### config.mk
export PLATFORM = sky130hd
export DESIGN_NAME = pmem_arbiter
export DESIGN_NICKNAME = d
export VERILOG_FILES = /design/src/rtl/pmem_arb_pkg.sv /design/src/rtl/arb_rr_picker.sv /design/src/rtl/pmem_arbiter.sv
export SDC_FILE = /design/constraint.sdc
export NUM_CORES = 1
export LEC_CHECK = 0
export ABC_AREA = 1
export CAP_MARGIN = 20
export CORE_AREA = 2 2 568 570
export CTS_CLUSTER_SIZE = 40
export DETAILED_ROUTE_END_ITERATION = 8
export DIE_AREA = 0 0 570 572
export HOLD_SLACK_MARGIN = 0.06
export PLACE_DENSITY = 0.3
export SLEW_MARGIN = 20
export SYNTH_ARGS = -nofsm -noshare
export SYNTH_HDL_FRONTEND = slang
export SYNTH_SLANG_ARGS = --single-unit
### constraint.sdc
create_clock -name clk -period 2.4 [get_ports clk]
set_clock_uncertainty 0.1 [all_clocks]
set_input_delay 0.36 -clock clk [delete_from_list [all_inputs] [get_ports clk]]
set_output_delay 0.36 -clock clk [all_outputs]
set_load 0.03 [all_outputs]
### src/rtl/pmem_arb_pkg.sv
// Shared types and default widths for the physical-memory arbiter and its
// round-robin picker.
package pmem_arb_pkg;

    localparam int LINE_W_DEF = 256;
    localparam int ADDR_W_DEF = 32;
    localparam int CNT_W_DEF  = 32;

    typedef enum logic [1:0] {
        ARB_IDLE,
        ARB_SERVE_I,
        ARB_SERVE_D
    } arb_state_t;

    typedef enum logic {
        REQ_I,
        REQ_D
    } arb_req_t;

endpackage

### src/rtl/arb_rr_picker.sv
// Combinational two-way round-robin choice: on a tie the requester that was
// not granted last time wins.
module arb_rr_picker
    import pmem_arb_pkg::*;
(
    input  logic     i_req_i,
    input  logic     d_req_i,
    input  arb_req_t last_grant_i,
    output logic     grant_valid_o,
    output arb_req_t grant_o
);

    always_comb begin
        grant_valid_o = i_req_i | d_req_i;
        grant_o       = REQ_I;
        if (i_req_i && d_req_i) begin
            grant_o = (last_grant_i == REQ_I) ? REQ_D : REQ_I;
        end else if (d_req_i) begin
            grant_o = REQ_D;
        end
    end

endmodule

### src/rtl/pmem_arbiter.sv
// Shares the single physical memory port between the icache and dcache with
// round-robin grant, one transaction in flight, and saturating grant counters.
module pmem_arbiter
    import pmem_arb_pkg::*;
#(
    parameter int LINE_W = LINE_W_DEF,
    parameter int ADDR_W = ADDR_W_DEF,
    parameter int CNT_W  = CNT_W_DEF
) (
    input  logic              clk,
    input  logic              rst_n,
    input  logic              i_read,
    input  logic [ADDR_W-1:0] i_address,
    output logic [LINE_W-1:0] i_rdata,
    output logic              i_resp,
    input  logic              d_read,
    input  logic              d_write,
    input  logic [ADDR_W-1:0] d_address,
    input  logic [LINE_W-1:0] d_wdata,
    output logic [LINE_W-1:0] d_rdata,
    output logic              d_resp,
    output logic              pmem_read,
    output logic              pmem_write,
    output logic [ADDR_W-1:0] pmem_address,
    output logic [LINE_W-1:0] pmem_wdata,
    input  logic [LINE_W-1:0] pmem_rdata,
    input  logic              pmem_resp,
    output logic [CNT_W-1:0]  i_grant_count,
    output logic [CNT_W-1:0]  d_grant_count
);

    arb_state_t state_q, state_d;
    arb_req_t   last_grant_q, last_grant_d;
    logic [CNT_W-1:0] i_cnt_q, i_cnt_d;
    logic [CNT_W-1:0] d_cnt_q, d_cnt_d;

    logic     grant_valid;
    arb_req_t grant;

    arb_rr_picker u_picker (
        .i_req_i       (i_read),
        .d_req_i       (d_read | d_write),
        .last_grant_i  (last_grant_q),
        .grant_valid_o (grant_valid),
        .grant_o       (grant)
    );

    // last_grant resets to D so the icache wins the very first tie.
    always_ff @(posedge clk or negedge rst_n) begin
        if (!rst_n) begin
            state_q      <= ARB_IDLE;
            last_grant_q <= REQ_D;
            i_cnt_q      <= '0;
            d_cnt_q      <= '0;
        end else begin
            state_q      <= state_d;
            last_grant_q <= last_grant_d;
            i_cnt_q      <= i_cnt_d;
            d_cnt_q      <= d_cnt_d;
        end
    end

    always_comb begin
        state_d      = state_q;
        last_grant_d = last_grant_q;
        i_cnt_d      = i_cnt_q;
        d_cnt_d      = d_cnt_q;
        pmem_read    = 1'b0;
        pmem_write   = 1'b0;
        pmem_address = '0;
        pmem_wdata   = '0;
        i_resp       = 1'b0;
        i_rdata      = '0;
        d_resp       = 1'b0;
        d_rdata      = '0;

        unique case (state_q)
            ARB_IDLE: begin
                if (grant_valid) begin
                    state_d = (grant == REQ_I) ? ARB_SERVE_I : ARB_SERVE_D;
                end
            end
            ARB_SERVE_I: begin
                pmem_read    = 1'b1;
                pmem_address = i_address;
                if (pmem_resp) begin
                    i_resp       = 1'b1;
                    i_rdata      = pmem_rdata;
                    state_d      = ARB_IDLE;
                    last_grant_d = REQ_I;
                    if (i_cnt_q != '1) i_cnt_d = i_cnt_q + CNT_W'(1);
                end
            end
            // A write wins if the dcache illegally raises both strobes.
            ARB_SERVE_D: begin
                pmem_write   = d_write;
                pmem_read    = d_read & ~d_write;
                pmem_address = d_address;
                pmem_wdata   = d_wdata;
                if (pmem_resp) begin
                    d_resp       = 1'b1;
                    d_rdata      = pmem_rdata;
                    state_d      = ARB_IDLE;
                    last_grant_d = REQ_D;
                    if (d_cnt_q != '1) d_cnt_d = d_cnt_q + CNT_W'(1);
                end
            end
            default: state_d = ARB_IDLE;
        endcase
    end

    assign i_grant_count = i_cnt_q;
    assign d_grant_count = d_cnt_q;

endmodule
==> run metrics, run 1 <==
status=finished, violations left; failing checks=negative setup slack; utilization after layout=13.2%; Post-Syn Area per Cell=4.68 sq um; Nets=4,349; first-pass GRT wire length=279 mm; Slew @ Worst Pin=0.695 ns; Synth warnings=0; largest net degree at the start of global routing=71; period utilization=107%; fmax=0.390 GHz; Die Area=326,000 sq um; fill count=36.5k; RSZ-0062 raised after global routing=yes; post-place setup slack=-0.173 ns; library cells used by synthesis=30; HPWL Detailed=219 mm; share of cells above drive strength 1=47.1%; Slew Limit Fails=0; top cells by area, synth=nand2_1 (23%), nor2_1 (23%), inv_1 (21%), dfrtp_1 (16%), clkbuf_1 (2.9%); core area=320,000 sq um; Synth top area share=22.9%; Reg2Reg Depth=13; cell area after synthesis=10,100 sq um; Power Density=726 nW/um^2; CP startpoint kind=flop; Min-Delay Path Class=reg2reg; WHS=0.464 ns; FF+latch count, synth=67; RePlAce Congestion=0.892; die width=570 microns; sequential cell area fraction in the yosys report=16.7%; CP Capture Type=output pin; Residual DRC=0; CTS Buf Count=9; Syn Nets=2,741; CP Max Fanout=7; dpl cell area=35,400 sq um; DRT Pass-1 Iters=7; effective utilization at floorplan=3.15%; CTS tree=done; Final min period=2.56 ns; Hold Path Origin=d_grant_count[30]$_DFFE_PN0P_; vias in the first global route=20.6k; Cells after Synth=2,154; Vias per Instance=2.58; Reg-to-Reg Start=state_q[1]$_DFFE_PN0P_; CTS H-Tree Depth=3; CTS Root Cell=clkbuf_16; final setup vio count=486; CTS Sinks=67; initial antenna violation count=183; WP data required=1.94 ns; post-route ant nets=0; clock slew at reported path FFs=0.07 ns; Worst Slack Setup Final=-0.163 ns; Total Power=30.6 mW; Slew HR=53.6%; row count=208; Total GRT Usage=13.8%; Worst EP arrival=2.10 ns; Area growth, synth to finish=318%; DRT iter0 DRCs=908; WL per Instance=30.4 microns; reg-to-reg endpoint=i_grant_count[29]$_DFFE_PN0P_; area leader, netlist=nand2_1; max-cap viol count=0; Hold EP=d_grant_count[30]$_DFFE_PN0P_; Die Ht=572 microns; maximum VDD drop=0.000460 V; port bufs=1,449; hold depth=2; Crit Path Class=reg2out; Top Ports=1,450; Longest Clk Path Bufs=2; gr ovfl total=0; R2R setup slack=0.24 ns; Clk Latency, worst-skew pair=0.38 ns; design area=42,100 sq um; Leak=18.2 nW; Routed WL=244 mm; Via Count=20.7k; final hold vios=0
registers in the layout (all words and copies together) (netlist names):
name and flops:
i_grant_count 32, last_grant_q 1, state_q 2, d_grant_count 32
layer usage:
layer,global-route usage [%],wire [microns]
met1,15.8,95200
met5,0,503
met4,4.53,10000
met2,23.1,115000
met3,5.87,23700
critical path, stage by stage, from the launching register on:
cell and delay [ns]:
dfrtp_1 0.43, inv_2 0.11, ha_4 0.16, nand2_4 0.07
buf_12 0.16, buf_16 0.16, buf_16 0.17, buf_12 0.14
nor2_4 0.15, buf_12 0.15
cell families after synthesis:
logic type               share of synthesized area [%]
AND/OR/NAND/NOR                                   53.1
buffers and inverters                             25.9
flip-flops                                        16.7
AO/OA/AOI/OAI                                     2.41
XOR/XNOR                                          1.39
adder cells (fa/ha/maj)                          0.621
placed cells by master, fill, tap and decap left out, drive strengths merged, types with 2 or more instances in the layout:
master / instances
nand4: 21
xnor2: 13
ha: 5
nor3: 2
buf: 1043
a21oi: 36
nand3b: 17
xor2: 3
nand3: 47
inv: 572
nand2: 627
clkinv: 4
clkdlybuf4s50: 620
nor2: 624
clkbuf: 48
dfrtp: 66
diode: 62
o21ai: 11
metrics by stage:
step,cells,setup TNS (ns)
after floorplan,2154,0
after global placement,7827,-1.03
after detailed placement,7827,-0.615
after CTS,7880,-27.73
after global routing,8005,-58.83
final,8029,-24.99
final cells by class:
type,instances,area [sq um],share of cell area [%]
repair buffers,1702,23500,55.8
multi-input cells,1409,8890,21.1
well taps,4200,5260,12.5
inverters,573,2340,5.56
flip-flops and latches,67,1680,3.98
clock buffers,11,243,0.576
diodes,62,155,0.368
clock inverters,5,52.6,0.125
how the worst max path moves through the flow:
stage                     slack [ns]              startpoint  cells after the start      endpoint
after CTS                      -0.15  state_q[1]$_DFFE_PN0P_                      8  i_rdata[184]
after global placement         -0.18               pmem_resp                      7  i_rdata[140]
after detailed placement       -0.17               pmem_resp                      7  i_rdata[140]
after global routing           -0.20  state_q[1]$_DFFE_PN0P_                      9  i_rdata[136]
final                          -0.16  state_q[1]$_DFFE_PN0P_                      9   i_rdata[59]
after floorplan                 0.17  state_q[0]$_DFFE_PN0P_                      6     pmem_read
repair_timing:
action	CTS	global route
endpoints found under the setup margin	681	731
gates cloned	16	46
pin swaps	11	25
setup buffers	20	61
endpoints found under the hold margin	34	0
gates resized for setup	480	819
hold buffers	1	0
cells in the mapped netlist:
cell type,n
nand3b_1,17
buf_2,21
nand2_4,3
nand2_2,8
clkbuf_1,78
nand2_1,615
clkinv_1,1
buf_4,1
inv_1,567
nand3_1,47
dfrtp_1,66
nor3_1,2
xor2_1,3
nor2b_1,1
nor2_8,1
a21oi_1,36
nor2_1,611
buf_1,1
o21bai_1,1
and2_1,1
xnor2_1,13
nand4_1,21
buf_6,4
ha_1,5
nor2_2,7
o21ai_0,11
nor2_4,5
inv_2,5
dfstp_2,1
nand2_8,1
where the power goes:
group / internal, mW / switching (mW) / total [mW]
clock: 0.828 / 0.592 / 1.42
sequential: 1.22 / 0.141 / 1.36
combinational: 12.3 / 15.5 / 27.8
total: 14.4 / 16.2 / 30.6
Note: power is estimated with default switching activity, not from simulation.
==> run 2, diff against run 1 <==
- PLACE_DENSITY: 0.3 -> not set
- SETUP_SLACK_MARGIN: not set -> 0.1
==> run 2 against run 1 <==
Against the previous run: the flow still finishes with violations (negative setup slack); sequential share of layout area is 0.10 points higher; critical path depth is 2 lower; sequential power hardly changed; clock power is 6% lower; cell count hardly changed; critical endpoint is now pmem_address[6]; largest power group unchanged.
==> run metrics, run 2 (synthesis results as in run 1) <==
commonest non-fill, non-tap cells in the layout=buf_12 (749), clkdlybuf4s50_1 (603), nand2_1 (548); DRT iter0 DRCs=1,297 (+43%); first-pass GRT wire length=333 mm (+19%); hold depth=2 (unchanged); Routed WL=293 mm (+20%); clock slew at reported path FFs=0.07 ns (about the same); CTS Sinks=67 (unchanged); Reg-to-Reg Start=state_q[0]$_DFFE_PN0P_; RePlAce Congestion=0.989 (+11%); post-route ant nets=0 (unchanged); DRT Pass-1 Iters=5 (-2); CP startpoint kind=flop; CTS H-Tree Depth=3 (unchanged); Slew HR=55.0% (+1.3 points); design area=41,100 sq um (-2.5%); reg-to-reg endpoint=d_grant_count[27]$_DFFE_PN0P_; Vias per Instance=2.60 (+0.64%); utilization after layout=12.9% (-0.32 points); Top Ports=1,450 (unchanged); max-cap viol count=0 (unchanged); Hold Path Origin=last_grant_q$_DFFE_PN1P_; R2R setup slack=0.23 ns (about the same); Final min period=2.60 ns (+0.0324 ns); Nets=4,309 (-0.92%); Longest Clk Path Bufs=2 (unchanged); failing checks=negative setup slack; port bufs=1,449 (unchanged); CP Max Fanout=33 (+26); area of the multi-input gates=7290 sq um (-18%); Crit Path Class=reg2out; die width=570 microns (unchanged); HPWL Detailed=274 mm (+25%); Slew @ Worst Pin=0.675 ns (-0.0198 ns); fill count=36.6k (+0.27%); Reg2Reg Depth=11 (-2); final setup vio count=560 (+15%); WL per Instance=36.5 microns (+20%); row count=208 (unchanged); Worst EP arrival=2.14 ns (+0.04 ns); Area growth, synth to finish=308%; Comb power frac=90.9% (about the same); Clk Latency, worst-skew pair=0.37 ns (about the same); CTS tree=done; Leak=18.0 nW (-1.3%); Hold EP=last_grant_q$_DFFE_PN1P_; status=finished, violations left; initial antenna violation count=209 (+14%); Slew Limit Fails=0 (unchanged); CP Capture Type=output pin; CTS Buf Count=9 (unchanged); final hold vios=0 (unchanged); register share of total power=4.6% (+0.2 points); Total Power=29.7 mW (-3.1%); commonest non-fill, non-tap cell in the layout=buf_12; gr ovfl total=0 (unchanged); Total GRT Usage=17.1% (+3.3 points); core area=320,000 sq um (unchanged); RSZ-0062 raised after global routing=yes; effective utilization at floorplan=3.15% (unchanged); fmax=0.385 GHz (-1.2%); period utilization=108% (+1.3 points); Switching Share=54.9% (+1.9 points); Min-Delay Path Class=reg2reg; Clk network pwr share=4.5% (about the same); Die Area=326,000 sq um (unchanged); WP data required=1.94 ns (about the same); FF/Latch Area=1680 sq um (unchanged); Via Count=20.8k (+0.58%); Die Ht=572 microns (unchanged); share of cells above drive strength 1=39.4% (-7.8 points); Psw=16.3 mW (+0.39%); dpl cell area=37,900 sq um (+7.0%); Residual DRC=0 (unchanged); CTS Root Cell=clkbuf_16; post-place setup slack=-0.122 ns (+0.0516 ns); largest net degree at the start of global routing=57 (-20%); Worst Slack Setup Final=-0.196 ns (-0.0324 ns); vias in the first global route=20.6k (-0.11%); Int Power=13.4 mW (-7.0%); Power Density=722 nW/um^2 (-0.65%); maximum VDD drop=0.000405 V (-12%)
run 2: changes by cell type in the layout (fill, tap and decap cells not counted), sizes merged:
cell           delta
clkinv            -1
clkinvlp          +1
diode            +35
bufbuf            +1
inv               +1
clkdlybuf4s50    -17
clkbuf           -24
bufinv            -1
run 2: layout make-up:
type	count	area share, %
Clock buffer	11	0.591
Antenna cell	97	0.591
Sequential cell	67	4.08
Timing Repair Buffer	1662	58.8
Tap cell	4200	12.8
Clock inverter	5	0.0913
Inverter	573	5.34
Multi-Input combinational cell	1409	17.7
run 2: critical path, cell delays in order, from the launching register on:
cell,delay [ns]
dfrtp_1,0.37
inv_2,0.07
buf_4,0.13
ha_1,0.27
clkinv_1,0.14
buf_12,0.22
a21oi_2,0.26
buf_12,0.18
run 2: what timing repair did:
action,CTS,global route
hold buffers,1,0
gates resized for setup,282,295
setup buffers,13,9
cloned,9,15
hold endpoints to repair,32,0
endpoints found under the setup margin,786,803
pin swaps,7,11
run 2: through the flow:
stage,hold slack [ns],instances,setup TNS [ns]
5_1_grt,0.407,8010,-83.47
3_3_place_gp,0.271,7864,-5.32
6_report,0.388,8024,-34.40
4_1_cts,0.383,7903,-49.91
3_5_place_dp,0.268,7864,-2.52
2_1_floorplan,-0.0356,2154,0
run 2: worst max path at each step:
stage | from | to | slack, ns | depth (start not counted)
6_report | state_q[0]$_DFFE_PN0P_ | pmem_address[6] | -0.20 | 7
5_1_grt | state_q[0]$_DFFE_PN0P_ | pmem_address[2] | -0.23 | 9
4_1_cts | state_q[1]$_DFFE_PN0P_ | d_rdata[136] | -0.15 | 7
3_5_place_dp | pmem_resp | d_rdata[108] | -0.12 | 6
3_3_place_gp | pmem_resp | i_rdata[31] | -0.14 | 7
2_1_floorplan | state_q[0]$_DFFE_PN0P_ | pmem_read | 0.17 | 6
run 2: power by group through the flow:
| stage | clock network [mW] | logic, mW | registers, mW |
|---|---|---|---|
| after global placement | 0 | 24.4 | 1.36 |
| final | 1.34 | 27.0 | 1.35 |
| after CTS | 1.36 | 26.1 | 1.35 |
| after floorplan | 0 | 7.25 | 1.44 |
| after detailed placement | 0 | 24.3 | 1.36 |
| after global routing | 1.41 | 28.0 | 1.37 |
run 2: per-layer routing:
metal / GRT usage [%] / wire length, microns / part of all wire [%]
met5: 0 / 190 / 0.065
met4: 5.90 / 11900 / 4.1
met3: 6.40 / 25600 / 8.7
met2: 29.1 / 141000 / 48
met1: 19.4 / 114000 / 39
